[src/rtl/fridge_compressor_ctrl_pkg.sv]
// Shared definitions for the fridge compressor controller: temperature code width,
// FSM state encoding and damper routing constants.
package fridge_compressor_ctrl_pkg;

    localparam int TEMP_W = 5;

    typedef enum logic [1:0] {
        ST_OFF     = 2'd0,
        ST_IDLE    = 2'd1,
        ST_COOL_FR = 2'd2,
        ST_COOL_FG = 2'd3
    } state_e;

    localparam logic DAMPER_FREEZER = 1'b0;
    localparam logic DAMPER_FRIDGE  = 1'b1;

    // Compartment indices for the per-compartment demand comparators.
    localparam int CMP_FR = 0;
    localparam int CMP_FG = 1;

    function automatic logic is_cooling(state_e s);
        return (s == ST_COOL_FR) || (s == ST_COOL_FG);
    endfunction

endpackage

[src/rtl/fridge_compressor_ctrl_hyst_cmp.sv]
// Registered hysteresis comparator: demand sets above setpoint+HYST, clears at or
// below setpoint, and holds in between.
module fridge_hyst_cmp
    import fridge_compressor_ctrl_pkg::*;
#(
    parameter int HYST = 1
) (
    input  logic              clk,
    input  logic              rst,
    input  logic [TEMP_W-1:0] sense,
    input  logic [TEMP_W-1:0] setpoint,
    output logic              dem
);

    localparam logic [TEMP_W:0] HYST_C = HYST[TEMP_W:0];

    logic [TEMP_W:0] upper_thr;
    logic            dem_q;

    // One extra bit so setpoint+HYST never wraps.
    assign upper_thr = {1'b0, setpoint} + HYST_C;

    always_ff @(posedge clk) begin
        if (rst) begin
            dem_q <= 1'b0;
        end else if ({1'b0, sense} > upper_thr) begin
            dem_q <= 1'b1;
        end else if (sense <= setpoint) begin
            dem_q <= 1'b0;
        end
    end

    assign dem = dem_q;

endmodule

[src/rtl/fridge_compressor_ctrl.sv]
// Compressor/damper thermostat with minimum run/rest protection and a door-open alarm.
// All outputs are registered.
module fridge_compressor_ctrl
    import fridge_compressor_ctrl_pkg::*;
#(
    parameter int HYST    = 1,
    parameter int MIN_ON  = 8,
    parameter int MIN_OFF = 8,
    parameter int DOOR_TO = 16
) (
    input  logic              clk,
    input  logic              rst,
    input  logic              pwr,
    input  logic [TEMP_W-1:0] fgt,
    input  logic [TEMP_W-1:0] frt,
    input  logic [TEMP_W-1:0] fg_sense,
    input  logic [TEMP_W-1:0] fr_sense,
    input  logic              door_open,
    output logic              comp_on,
    output logic              damper,
    output logic              alarm,
    output logic [1:0]        state
);

    localparam int RW = $clog2(MIN_OFF + 1);
    localparam int NW = $clog2(MIN_ON + 1);
    localparam int DW = $clog2(DOOR_TO + 1);

    localparam logic [RW-1:0] REST_MAX = RW'(MIN_OFF);
    localparam logic [NW-1:0] RUN_MAX  = NW'(MIN_ON);
    localparam logic [DW-1:0] DOOR_MAX = DW'(DOOR_TO);

    logic [TEMP_W-1:0] sense_a [2];
    logic [TEMP_W-1:0] setp_a  [2];
    logic [1:0]        dem;

    assign sense_a[CMP_FR] = fr_sense;
    assign sense_a[CMP_FG] = fg_sense;
    assign setp_a[CMP_FR]  = frt;
    assign setp_a[CMP_FG]  = fgt;

    for (genvar gi = 0; gi < 2; gi++) begin : g_cmp
        fridge_hyst_cmp #(.HYST(HYST)) u_cmp (
            .clk      (clk),
            .rst      (rst),
            .sense    (sense_a[gi]),
            .setpoint (setp_a[gi]),
            .dem      (dem[gi])
        );
    end

    logic fr_dem;
    logic fg_dem;
    assign fr_dem = dem[CMP_FR];
    assign fg_dem = dem[CMP_FG];

    state_e        state_q, state_d;
    logic          comp_q, comp_d;
    logic          damper_q, damper_d;
    logic          alarm_q, alarm_d;
    logic [RW-1:0] rest_q, rest_d;
    logic [NW-1:0] run_q, run_d;
    logic [DW-1:0] door_q, door_d;

    logic rest_done;
    logic run_done;
    assign rest_done = (rest_q >= REST_MAX);
    assign run_done  = (run_q >= RUN_MAX);

    always_comb begin
        state_d  = state_q;
        rest_d   = rest_q;
        run_d    = run_q;
        damper_d = damper_q;

        if (!pwr) begin
            state_d = ST_OFF;
            rest_d  = '0;
        end else begin
            case (state_q)
                ST_OFF: state_d = ST_IDLE;
                ST_IDLE: begin
                    if (!rest_done) rest_d = rest_q + RW'(1);
                    if (rest_done && fr_dem) begin
                        state_d = ST_COOL_FR;
                        run_d   = '0;
                    end else if (rest_done && fg_dem) begin
                        state_d = ST_COOL_FG;
                        run_d   = '0;
                    end
                end
                ST_COOL_FR: begin
                    if (!run_done) run_d = run_q + NW'(1);
                    if (!fr_dem && fg_dem) begin
                        state_d = ST_COOL_FG;
                    end else if (!fr_dem && !fg_dem && run_done) begin
                        state_d = ST_IDLE;
                        rest_d  = '0;
                    end
                end
                ST_COOL_FG: begin
                    if (!run_done) run_d = run_q + NW'(1);
                    if (fr_dem) begin
                        state_d = ST_COOL_FR;
                    end else if (!fg_dem && run_done) begin
                        state_d = ST_IDLE;
                        rest_d  = '0;
                    end
                end
                default: state_d = ST_OFF;
            endcase
        end

        // Outputs follow the next state so they stay aligned with the state register.
        comp_d = is_cooling(state_d);
        if (state_d == ST_COOL_FR) damper_d = DAMPER_FREEZER;
        else if (state_d == ST_COOL_FG) damper_d = DAMPER_FRIDGE;

        if (!door_open)            door_d = '0;
        else if (door_q < DOOR_MAX) door_d = door_q + DW'(1);
        else                       door_d = door_q;
        alarm_d = pwr && (door_d == DOOR_MAX);
    end

    always_ff @(posedge clk) begin
        if (rst) begin
            state_q  <= ST_OFF;
            comp_q   <= 1'b0;
            damper_q <= DAMPER_FREEZER;
            alarm_q  <= 1'b0;
            rest_q   <= REST_MAX;
            run_q    <= '0;
            door_q   <= '0;
        end else begin
            state_q  <= state_d;
            comp_q   <= comp_d;
            damper_q <= damper_d;
            alarm_q  <= alarm_d;
            rest_q   <= rest_d;
            run_q    <= run_d;
            door_q   <= door_d;
        end
    end

    assign comp_on = comp_q;
    assign damper  = damper_q;
    assign alarm   = alarm_q;
    assign state   = state_q;

endmodule
[config.mk]
export PLATFORM = sky130hd
export DESIGN_NAME = fridge_compressor_ctrl
export DESIGN_NICKNAME = d
export VERILOG_FILES = /design/src/rtl/fridge_compressor_ctrl_pkg.sv /design/src/rtl/fridge_compressor_ctrl_hyst_cmp.sv /design/src/rtl/fridge_compressor_ctrl.sv
export SDC_FILE = /design/constraint.sdc
export NUM_CORES = 1
export LEC_CHECK = 0
export CELL_PAD_IN_SITES_DETAIL_PLACEMENT = 2
export CELL_PAD_IN_SITES_GLOBAL_PLACEMENT = 2
export CORE_AREA = 3 3 75 77
export DETAILED_ROUTE_END_ITERATION = 8
export DIE_AREA = 0 0 78 80
export PLACE_DENSITY = 0.84
export RECOVER_POWER = 50
export SLEW_MARGIN = 20
export SYNTH_ARGS = -nofsm -noshare
export SYNTH_HDL_FRONTEND = slang
export SYNTH_HIERARCHICAL = 1
export SYNTH_SLANG_ARGS = --single-unit
[constraint.sdc]
create_clock -name clk -period 5.99 [get_ports clk]
set_clock_uncertainty 0.05 [all_clocks]
set_input_delay 1.797 -clock clk [delete_from_list [all_inputs] [get_ports clk]]
set_output_delay 1.797 -clock clk [all_outputs]
set_load 0.01 [all_outputs]
==> impl_results.rst, run 1 <==
.. list-table::
   :header-rows: 1

   * - Metric
     - Value
   * - Status
     - finished, final reports clean
   * - Fin. Hold Viols
     - 0
   * - TritonCTS Buffers
     - 3
   * - Dominant cell by count in the synthesized netlist
     - sky130_fd_sc_hd__ha_1
   * - Final setup fails
     - 0
   * - Count of unique library cells instantiated by Yosys
     - 47
   * - Cell area after synthesis
     - between 1500 and 2000 um^2
   * - Minimum clock period
     - approximately 3600 ps
   * - Drt drc
     - 0
   * - Die boundary width
     - between 70 and 80 um
   * - Maximum vdd drop
     - roughly 0.074 mV
   * - Clock tree sinks
     - 20
   * - Power density over the cells
     - around 180 nW/um^2
   * - Global-route wire length before repair
     - about 7700 um
   * - Fraction of registers with async set/reset
     - 0%
   * - Final antenna-violating net count
     - 0
   * - Number of buffer cells added on primary ports
     - 28
   * - DRT Pass-1 Iters
     - 4
   * - Final period utilization
     - 60.7%
   * - # resized after CTS
     - 0
   * - Final routed wirelength across all metal layers
     - 4560 um
   * - Element type at the critical path start
     - primary input
   * - Max Root-Sink Buffers
     - 2
   * - DIE HEIGHT
     - 80 um
   * - Cells after Synth
     - slightly below 200
   * - Ranking of synthesized cells by area
     - sky130_fd_sc_hd__dfxtp_1 24%, sky130_fd_sc_hd__ha_1 23%, sky130_fd_sc_hd__inv_1 4.7%
   * - Proportion of netlist area held by the largest area contributor
     - around a quarter
   * - Die area
     - ~6200 um^2
   * - Count of boundary I/O pins
     - 29
   * - Total number of vias
     - ~1500
   * - Post-Place Setup Slack
     - a little over 2000 ps
   * - Cell taking the most area after synthesis
     - sky130_fd_sc_hd__dfxtp_1
   * - Nets@finish
     - 282
   * - Endpoint class of the critical path
     - flip-flop
   * - CP peak stage delay
     - 560 ps
   * - Buffers inserted during post-CTS setup optimization
     - 0
   * - Initial antenna violation count
     - 0
   * - Worst path setup slack after routing
     - ~2400 ps
   * - Arrival time worst endpoint
     - ~3800 ps
   * - Core region area
     - 5070 um^2
   * - Clock tree root buffer cell
     - sky130_fd_sc_hd__clkbuf_8
   * - Static leakage power
     - between 0.8 and 0.9 nW
   * - Layout overhead on the synthesized area
     - 25.1%
   * - Slowest stage cell on the critical path
     - sky130_fd_sc_hd__clkdlybuf4s50_1
   * - Most used DFF post-synth
     - sky130_fd_sc_hd__dfxtp_1
   * - Family with the most delay on the worst path
     - buffers and inverters
   * - Hold buffer count at cts
     - 0
   * - Hpwl dp
     - 3800 um
   * - Slew @ Worst Pin
     - about 570 ps
   * - Via-to-Cell Ratio
     - ~5.2
   * - Placement row count
     - 26
   * - Clock latency on the worst-skew pair
     - around 270 ps
   * - Achievable Freq
     - ~0.27 GHz
   * - Remaining global-route overflow
     - 0
   * - Effective utilization at floorplan
     - about a third
   * - Buffers plus inverters on the worst setup path
     - 1
   * - Critical Path RT
     - roughly 6100 ps
   * - RD Place Congestion
     - roughly 0.80
   * - Type of the setup path with the least slack
     - primary input to flip-flop
   * - Number of enable flip-flop cells after synthesis
     - 0
   * - Most prevalent standard cell on the critical path
     - sky130_fd_sc_hd__ha_1
   * - Post-synthesis register bit count
     - 20
   * - Worst slew slack as a fraction of its limit
     - between 60% and 70%
   * - Cell breakdown of the critical path
     - clkdlybuf4s50_1 -> ha_1 -> nand3_1 -> xnor2_1 -> ha_1 -> and3_4 -> a311o_1 -> o22ai_1
   * - Sequential element share of the synthesized area
     - between 20% and 30%
   * - Diode count
     - 0
   * - Classification of the worst-slack hold path
     - flip-flop to flip-flop
   * - Vias in the first global route
     - between 1500 and 2000
   * - Number of levels in the clock H-tree
     - 1
   * - Number of nets produced by synthesis
     - ~250
   * - RSZ-0062 raised after global routing
     - no
   * - Post-route setup TNS
     - 0 ps
   * - Fraction of final layout cells with drive strength greater than 1
     - around 7.1%
   * - Global Route Usage Sum
     - approximately 15%
   * - Yosys synthesis warning count
     - 6
   * - Clock-pin slew on the worst setup and hold paths
     - about 80 ps
   * - CTS tree
     - done
   * - Number of max-cap violations
     - 0
   * - Mean cell area of the mapped netlist
     - approximately 8.5 um^2
   * - Leading cell types by count after synthesis
     - 31 x sky130_fd_sc_hd__ha_1, 21 x sky130_fd_sc_hd__inv_1, 20 x sky130_fd_sc_hd__dfxtp_1, 14 x sky130_fd_sc_hd__nor2_1, 10 x sky130_fd_sc_hd__nand3_1
   * - Max Slew Vio Count
     - 0
   * - Top fanout value on the critical path
     - 5
   * - Routed length per placed instance
     - 15.4 um
   * - Maximum number of pins on one net before global-route repair
     - 17
   * - Initial drt markers
     - just over 40
## layout make-up
| cell class | count | area [um^2] |
|---|---|---|
| Fill cell | 600 | 2980 |
| Sequential cell | 20 | 400 |
| Tap cell | 70 | 87.6 |
| Inverter | 25 | 93.8 |
| Clock inverter | 1 | 30.0 |
| Multi-Input combinational cell | 149 | 1160 |
| Timing Repair Buffer | 28 | 280 |
| Clock buffer | 3 | 41.3 |
## metrics by stage
stage	std cells	power, mW	instance area (um^2)	util (%)	hold slack, ps
3_5_place_dp	292	0.238	2030	39.9	442
2_1_floorplan	197	0.199	1680	-	407
3_3_place_gp	292	0.233	2030	39.9	432
5_1_grt	296	0.396	2100	41.3	484
4_1_cts	296	0.380	2100	41.3	463
6_report	296	0.374	2100	41.3	453
## worst min-delay path: stages, from the launching register on
cell,delay (ps)
sky130_fd_sc_hd__dfxtp_1,340
sky130_fd_sc_hd__nand2_1,60
sky130_fd_sc_hd__a21oi_1,50
## power by group
part	total [mW]	internal, mW	switching (mW)
Combinational	0.0906	0.0463	0.0443
Sequential	0.143	0.137	0.00664
Clock	0.140	0.0894	0.0508
Total	0.374	0.273	0.102
## path summary, 6_finish.rpt
check        slack [ps]                              end  cells past startpoint                   from
max                2350  g_cmp[0].u_cmp/dem$_SDFFE_PP0P_                      8                 frt[0]
max reg2reg        3780            run_q[3]$_SDFFE_PP0P_                      6    state[0]$_SDFF_PP0_
min                 450            run_q[1]$_SDFFE_PP0P_                      2  run_q[1]$_SDFFE_PP0P_
min reg2reg         450            run_q[1]$_SDFFE_PP0P_                      2  run_q[1]$_SDFFE_PP0P_
## cell families (layout without fill, tap and decap cells)
group	after synthesis	count (layout)	synth area share (%)
AND/OR/NAND/NOR	59	59	18.7
AO/OA/AOI/OAI	48	48	21.6
adder cells (fa/ha/maj)	31	31	23.1
buffers and inverters	28	57	6.71
flip-flops	20	20	23.9
XOR/XNOR	9	9	4.70
multiplexers	2	2	1.27
## sequential cells by signal (all words and copies together) (netlist names)
register	flops
run_q	4
g_cmp.u_cmp/dem	2
alarm	1
damper	1
rest_q	4
door_q	5
state	2
comp_on	1
## cells in the final DEF, fill, tap and decap left out, types with 2 or more instances in the layout
cell / n
sky130_fd_sc_hd__inv_2: 4
sky130_fd_sc_hd__a31oi_1: 2
sky130_fd_sc_hd__o22ai_1: 2
sky130_fd_sc_hd__nand2b_1: 4
sky130_fd_sc_hd__dfxtp_1: 20
sky130_fd_sc_hd__nor3_1: 9
sky130_fd_sc_hd__xor2_1: 2
sky130_fd_sc_hd__a221oi_1: 2
sky130_fd_sc_hd__nand4_1: 2
sky130_fd_sc_hd__nand4b_1: 2
sky130_fd_sc_hd__nand2_1: 7
sky130_fd_sc_hd__nor3b_1: 2
sky130_fd_sc_hd__a41oi_1: 2
sky130_fd_sc_hd__inv_1: 21
sky130_fd_sc_hd__o21ai_0: 5
sky130_fd_sc_hd__clkbuf_8: 3
sky130_fd_sc_hd__a21o_1: 5
sky130_fd_sc_hd__nor2b_1: 4
sky130_fd_sc_hd__a21oi_1: 9
sky130_fd_sc_hd__ha_1: 31
sky130_fd_sc_hd__xnor2_1: 7
sky130_fd_sc_hd__o21ai_1: 2
sky130_fd_sc_hd__a211oi_1: 2
sky130_fd_sc_hd__clkdlybuf4s50_1: 25
sky130_fd_sc_hd__o31ai_1: 2
sky130_fd_sc_hd__dlygate4sd3_1: 3
sky130_fd_sc_hd__a311o_1: 2
sky130_fd_sc_hd__nand3_1: 10
sky130_fd_sc_hd__and3_4: 2
sky130_fd_sc_hd__nor2_1: 14
## per-layer routing
layer,vias up,GRT usage [%],part of all wire [%]
li1,764,-,-
met1,759,15.9,43
met2,19,31.8,53
met3,5,1.69,2.3
met4,0,4.72,1.3
met5,-,0,0
Power figures use the tool's default switching activity.
==> inputs of run 2 (changes only) <==
--- a/config.mk
+++ b/config.mk
@@ -7,10 +7,10 @@
 export LEC_CHECK = 0
 export CELL_PAD_IN_SITES_DETAIL_PLACEMENT = 2
 export CELL_PAD_IN_SITES_GLOBAL_PLACEMENT = 2
-export CORE_AREA = 3 3 75 77
+export CORE_AREA = 3 3 78 80
 export DETAILED_ROUTE_END_ITERATION = 8
-export DIE_AREA = 0 0 78 80
-export PLACE_DENSITY = 0.84
+export DIE_AREA = 0 0 81 83
+export PLACE_DENSITY = 0.79
 export RECOVER_POWER = 50
 export SLEW_MARGIN = 20
 export SYNTH_ARGS = -nofsm -noshare
==> constraint.sdc (replaced) <==
create_clock -name clk -period 3.39 [get_ports clk]
set_clock_uncertainty 0.05 [all_clocks]
set_input_delay 1.017 -clock clk [delete_from_list [all_inputs] [get_ports clk]]
set_output_delay 1.017 -clock clk [all_outputs]
set_load 0.01 [all_outputs]
==> run 2 against run 1 <==
Flip-flop and latch count stayed put. Critical path depth stayed put. Design area shrank 0.30%. Non-clock buffer count rose by 1. Highest routed layer unchanged.
==> impl_results.rst, run 2 (same netlist as run 1, synthesis figures left out) <==
.. list-table::
   :header-rows: 1

   * - Metric
     - Value
   * - Power density over the cells
     - 286 nW/um^2
   * - Worst path setup slack after routing
     - 522 ps
   * - Drt drc
     - 0
   * - Max Slew Vio Count
     - 0
   * - Clock latency on the worst-skew pair
     - between 200 and 300 ps
   * - # resized after CTS
     - 0
   * - Slew @ Worst Pin
     - roughly 680 ps
   * - Endpoint class of the critical path
     - flip-flop
   * - Type of the setup path with the least slack
     - primary input to flip-flop
   * - Critical Path RT
     - approximately 3500 ps
   * - Classification of the worst-slack hold path
     - flip-flop to flip-flop
   * - TritonCTS Buffers
     - 3
   * - Minimum clock period
     - roughly 2900 ps
   * - Effective utilization at floorplan
     - a little under a third
   * - Clock tree root buffer cell
     - sky130_fd_sc_hd__clkbuf_8
   * - Via-to-Cell Ratio
     - approximately 5.1
   * - Reg-to-reg critical path startpoint
     - state[0]$_SDFF_PP0_
   * - Final setup fails
     - 0
   * - Buffers inserted during post-CTS setup optimization
     - 0
   * - Fraction of final layout cells with drive strength greater than 1
     - around 7.5%
   * - Remaining global-route overflow
     - 0
   * - Count of boundary I/O pins
     - 29
   * - Number of max-cap violations
     - 0
   * - Most congested layer reported by global routing
     - met2
   * - Number of levels in the clock H-tree
     - 1
   * - Static leakage power
     - about 0.88 nW
   * - Global-route wire length before repair
     - roughly 8000 um
   * - Element type at the critical path start
     - primary input
   * - Global-route met2 utilization
     - about a quarter
   * - Worst slew slack as a fraction of its limit
     - between 50% and 60%
   * - Global routing met3 resource utilization
     - 1.95%
   * - RD Place Congestion
     - approximately 0.8
   * - Fin. Hold Viols
     - 0
   * - CTS tree
     - done
   * - Routed length per placed instance
     - between 15 and 20 um
   * - Initial antenna violation count
     - 0
   * - Vias in the first global route
     - between 1500 and 2000
   * - Maximum number of pins on one net before global-route repair
     - 12
   * - Final routed wirelength across all metal layers
     - ~4600 um
   * - Placement row count
     - 27
   * - Register with the highest flop count
     - door_q
   * - Status
     - finished, final reports clean
   * - Post-Place Setup Slack
     - 250 ps
   * - Achievable Freq
     - approximately 0.35 GHz
   * - Met1 demand-to-capacity share in global routing
     - a little under a fifth
   * - Nets@finish
     - between 200 and 300
   * - Post-route setup TNS
     - 0 ps
   * - Die boundary width
     - 81 um
   * - Max Root-Sink Buffers
     - 2
   * - Hold Startpoint
     - run_q[2]$_SDFFE_PP0P_
   * - Maximum vdd drop
     - 0.151 mV
   * - Hpwl dp
     - approximately 3800 um
   * - Most frequent cells in the layout
     - 31 x sky130_fd_sc_hd__ha_1, 25 x sky130_fd_sc_hd__clkdlybuf4s50_1, 21 x sky130_fd_sc_hd__inv_1, 20 x sky130_fd_sc_hd__dfxtp_1, 14 x sky130_fd_sc_hd__nor2_1
   * - Number of buffer cells added on primary ports
     - 28
   * - Largest register FFs
     - 5
   * - Arrival time worst endpoint
     - between 3000 and 4000 ps
   * - Top fanout value on the critical path
     - 5
   * - Core region area
     - around 5500 um^2
   * - Core utilization of the finished layout
     - between 30% and 40%
   * - Diode count
     - 0
   * - Initial drt markers
     - 87
   * - Final period utilization
     - a little over four fifths
   * - Global Route Usage Sum
     - between 10% and 20%
   * - Final antenna-violating net count
     - 0
   * - Start point of the critical path
     - frt[0]
   * - DIE HEIGHT
     - 83 um
   * - Layout overhead on the synthesized area
     - 24.7%
   * - RSZ-0062 raised after global routing
     - no
   * - Largest registers ranked by flip-flop count
     - door_q (5), rest_q (4), run_q (4)
   * - Clock tree sinks
     - 20
   * - Hold buffer count at cts
     - 0
   * - DRT Pass-1 Iters
     - 4
   * - Commonest non-fill, non-tap cell in the layout
     - sky130_fd_sc_hd__ha_1
   * - Total number of vias
     - around 1500
   * - Clock-pin slew on the worst setup and hold paths
     - 80 ps
   * - Die area
     - around 6700 um^2
## run 2: changes by cell type in the layout (fill, tap and decap cells not counted), sizes merged
| cell | delta |
|---|---|
| buf | +1 |
| bufinv | -1 |
| clkbuf | +1 |
## run 2: metal layers
layer	up-vias	wire (um)
met5	-	0
met4	0	44
met3	5	117
met2	22	2370
met1	737	2040
li1	767	-
## run 2: final cells by class
cell class	instances	area, um^2
multi-input combinational	149	1160
sequential	20	400
tap	72	90.1
timing repair buffer	29	288
inverter	25	93.8
fill	667	3380
clock buffer	4	55.1
## run 2: stage by stage
step | instances | hold slack, ps | total power [mW] | cell area, um^2
after floorplan | 197 | 407 | 0.351 | 1680
after global placement | 295 | 430 | 0.414 | 2040
after detailed placement | 295 | 448 | 0.421 | 2040
after CTS | 299 | 460 | 0.613 | 2090
after global routing | 299 | 492 | 0.646 | 2090
final | 299 | 459 | 0.599 | 2090
## run 2: report_power, final
part           total, mW  switching, mW  internal [mW]
registers          0.254         0.0117          0.242
logic              0.161         0.0781         0.0827
clock network      0.185         0.0809          0.104
## run 2: worst max-delay path: stages
cell	delay (ps)
sky130_fd_sc_hd__clkdlybuf4s50_1	550
sky130_fd_sc_hd__ha_1	210
sky130_fd_sc_hd__nand3_1	100
sky130_fd_sc_hd__xnor2_1	150
sky130_fd_sc_hd__ha_1	290
sky130_fd_sc_hd__and3_4	190
sky130_fd_sc_hd__a311o_1	350
sky130_fd_sc_hd__o22ai_1	150
## run 2: path summary, 6_finish.rpt
path	to	slack [ps]	cells past startpoint
hold reg to reg	run_q[2]$_SDFFE_PP0P_	460	2
setup / recovery	g_cmp[0].u_cmp/dem$_SDFFE_PP0P_	520	8
hold / removal	run_q[2]$_SDFFE_PP0P_	460	2
setup reg to reg	run_q[3]$_SDFFE_PP0P_	1030	6
==> inputs of run 3 (changes only) <==
==> constraint.sdc (replaced) <==
create_clock -name clk -period 2.68 [get_ports clk]
set_clock_uncertainty 0.05 [all_clocks]
set_input_delay 0.804 -clock clk [delete_from_list [all_inputs] [get_ports clk]]
set_output_delay 0.804 -clock clk [all_outputs]
set_load 0.01 [all_outputs]
==> run 3 against run 2 <==
Count of clock-buffer cells in the layout fell by 1. Sequential share of layout area is 0.96 points lower. Combinational power increased by 37%. Final cell count rose by 3.7%. Clock power increased by 64%. Design area increased by 5.3%. Critical path depth unchanged. Non-clock buffer count is 11 higher. Critical endpoint unchanged. Largest cell class unchanged.
==> impl_results.rst, run 3 (same netlist as run 1, synthesis figures left out) <==
.. list-table::
   :header-rows: 1

   * - Metric
     - Value
   * - Cell count after placement
     - roughly 310
   * - Post-Place Setup Slack
     - -211 ps
   * - Achievable Freq
     - 0.380 GHz
   * - Static leakage power
     - roughly 0.97 nW
   * - Die boundary width
     - between 80 and 90 um
   * - Global-route wire length before repair
     - ~8000 um
   * - Largest register FFs
     - 5
   * - Buffers inserted during post-CTS setup optimization
     - 0
   * - DRT Pass-1 Iters
     - 2
   * - Final period utilization
     - a little over nine tenths
   * - Element type at the critical path start
     - primary input
   * - Fraction of final layout cells with drive strength greater than 1
     - around an eighth
   * - Slowest stage cell on the critical path
     - sky130_fd_sc_hd__clkdlybuf4s50_1
   * - Routed length per placed instance
     - around 15 um
   * - Drt drc
     - 0
   * - Register with the highest flop count
     - door_q
   * - Placement row count
     - 27
   * - Arrival time worst endpoint
     - ~2800 ps
   * - Post-route setup TNS
     - 0 ps
   * - Worst slew slack as a fraction of its limit
     - 73.4%
   * - Number of levels in the clock H-tree
     - 1
   * - Finished Cell Area
     - about 2200 um^2
   * - Comb power frac
     - around a quarter
   * - Critical Path RT
     - 2810 ps
   * - Via-to-Cell Ratio
     - slightly above 5
   * - Layout overhead on the synthesized area
     - 31.2%
   * - Post-layout instance count excluding filler cells
     - 310
   * - Largest registers ranked by flip-flop count
     - door_q (5), rest_q (4), run_q (4)
   * - Top fanout value on the critical path
     - 2
   * - Vias in the first global route
     - around 1800
   * - CP peak stage delay
     - 500 ps
   * - Fin. Hold Viols
     - 0
   * - Cell breakdown of the critical path
     - clkdlybuf4s50_1 -> ha_2 -> nand3_1 -> xnor2_1 -> ha_1 -> and3_4 -> a311o_1 -> o22ai_1
   * - Most frequent cells in the layout
     - 29 x sky130_fd_sc_hd__ha_1, 21 x sky130_fd_sc_hd__inv_1, 21 x sky130_fd_sc_hd__clkdlybuf4s50_1, 20 x sky130_fd_sc_hd__dfxtp_1, 14 x sky130_fd_sc_hd__nor2_1
   * - Nets@finish
     - around 300
   * - Core region area
     - roughly 5500 um^2
   * - Remaining global-route overflow
     - 0
   * - Number of max-cap violations
     - 0
   * - Die area
     - 6720 um^2
   * - RD Place Congestion
     - roughly 0.8
   * - Max Slew Vio Count
     - 0
   * - Flop pwr share
     - a little under two fifths
   * - Max Root-Sink Buffers
     - 2
   * - Power density over the cells
     - just under 400 nW/um^2
   * - Maximum vdd drop
     - roughly 0.14 mV
   * - Type of the setup path with the least slack
     - primary input to flip-flop
   * - Clock tree root buffer cell
     - sky130_fd_sc_hd__clkbuf_8
   * - Diode count
     - 0
   * - Initial drt markers
     - slightly below 50
   * - Clock share of power
     - between 30% and 40%
   * - Global Route Usage Sum
     - between 10% and 20%
   * - Hold slack final
     - between 400 and 500 ps
   * - Standard cell area after detailed placement
     - between 2000 and 2500 um^2
   * - Initial antenna violation count
     - 0
   * - PnR Total Power
     - approximately 0.85 mW
   * - Hpwl dp
     - 3890 um
   * - CTS tree
     - done
   * - DIE HEIGHT
     - between 80 and 90 um
   * - Endpoint class of the critical path
     - flip-flop
   * - Effective utilization at floorplan
     - 30.7%
   * - Classification of the worst-slack hold path
     - flip-flop to flip-flop
   * - Clock-pin slew on the worst setup and hold paths
     - 80 ps
   * - Slew @ Worst Pin
     - between 300 and 400 ps
   * - Net Switching
     - ~0.22 mW
   * - Switching Fraction
     - a little over a quarter
   * - Maximum number of pins on one net before global-route repair
     - 13
   * - Cell-internal power
     - 0.621 mW
   * - Final antenna-violating net count
     - 0
   * - Core utilization of the finished layout
     - approximately 40%
   * - Status
     - finished, final reports clean
   * - Commonest non-fill, non-tap cell in the layout
     - sky130_fd_sc_hd__ha_1
   * - Clock tree sinks
     - 20
   * - Clock latency on the worst-skew pair
     - ~260 ps
   * - Final routed wirelength across all metal layers
     - 4580 um
   * - Final setup fails
     - 0
   * - Total number of vias
     - 1574
   * - Worst path setup slack after routing
     - slightly below 50 ps
   * - Number of buffer cells added on primary ports
     - 28
   * - Minimum clock period
     - ~2600 ps
   * - TritonCTS Buffers
     - 3
   * - Count of boundary I/O pins
     - 29
[run 3: changes by cell type in the layout (fill, tap and decap cells not counted), sizes merged]
cell	change
buf	+9
clkdlybuf4s50	-4
clkbuf	+1
dlymetal6s2s	+3
dlygate4sd3	+1
bufinv	+1
[run 3: power groups by stage]
stage / Combinational, mW / Clock, mW / Sequential [mW]
final: 0.221 / 0.304 / 0.320
after global routing: 0.250 / 0.332 / 0.324
after CTS: 0.223 / 0.312 / 0.320
after detailed placement: 0.221 / 0 / 0.327
after global placement: 0.212 / 0 / 0.327
after floorplan: 0.121 / 0 / 0.323
[run 3: worst max-delay path: cells and delay by family]
kind / cells / cell delay, ps
AO/OA/AOI/OAI: 2 / 530
XOR/XNOR: 1 / 140
adder cells (fa/ha/maj): 2 / 510
buffers and inverters: 1 / 500
AND/OR/NAND/NOR: 2 / 290
[run 3: area by class of cell]
class	instances	area (um^2)
Inverter	25	93.8
Sequential cell	20	400
Multi-Input combinational cell	149	1180
Clock inverter	1	30.0
Tap cell	72	90.1
Clock buffer	3	41.3
Timing Repair Buffer	40	370
Fill cell	643	3270
[run 3: repair_timing]
action	CTS	global route
hold buffers	0	0
resized for setup	0	6
setup endpoints to repair	0	2
[run 3: path summary, 6_finish.rpt]
kind | startpoint | end | slack (ps) | cells after the start
setup / recovery | frt[0] | g_cmp[0].u_cmp/dem$_SDFFE_PP0P_ | 50 | 8
hold / removal | run_q[2]$_SDFFE_PP0P_ | run_q[2]$_SDFFE_PP0P_ | 440 | 2
setup reg to reg | state[0]$_SDFF_PP0_ | run_q[3]$_SDFFE_PP0P_ | 490 | 6
hold reg to reg | run_q[2]$_SDFFE_PP0P_ | run_q[2]$_SDFFE_PP0P_ | 440 | 2
[run 3: per-layer routing]
metal / part of all wire [%] / track usage [%]
met5: 0 / 0
met4: 0.37 / 3.23
met2: 54 / 26.7
met3: 2.4 / 1.95
met1: 43 / 17.5
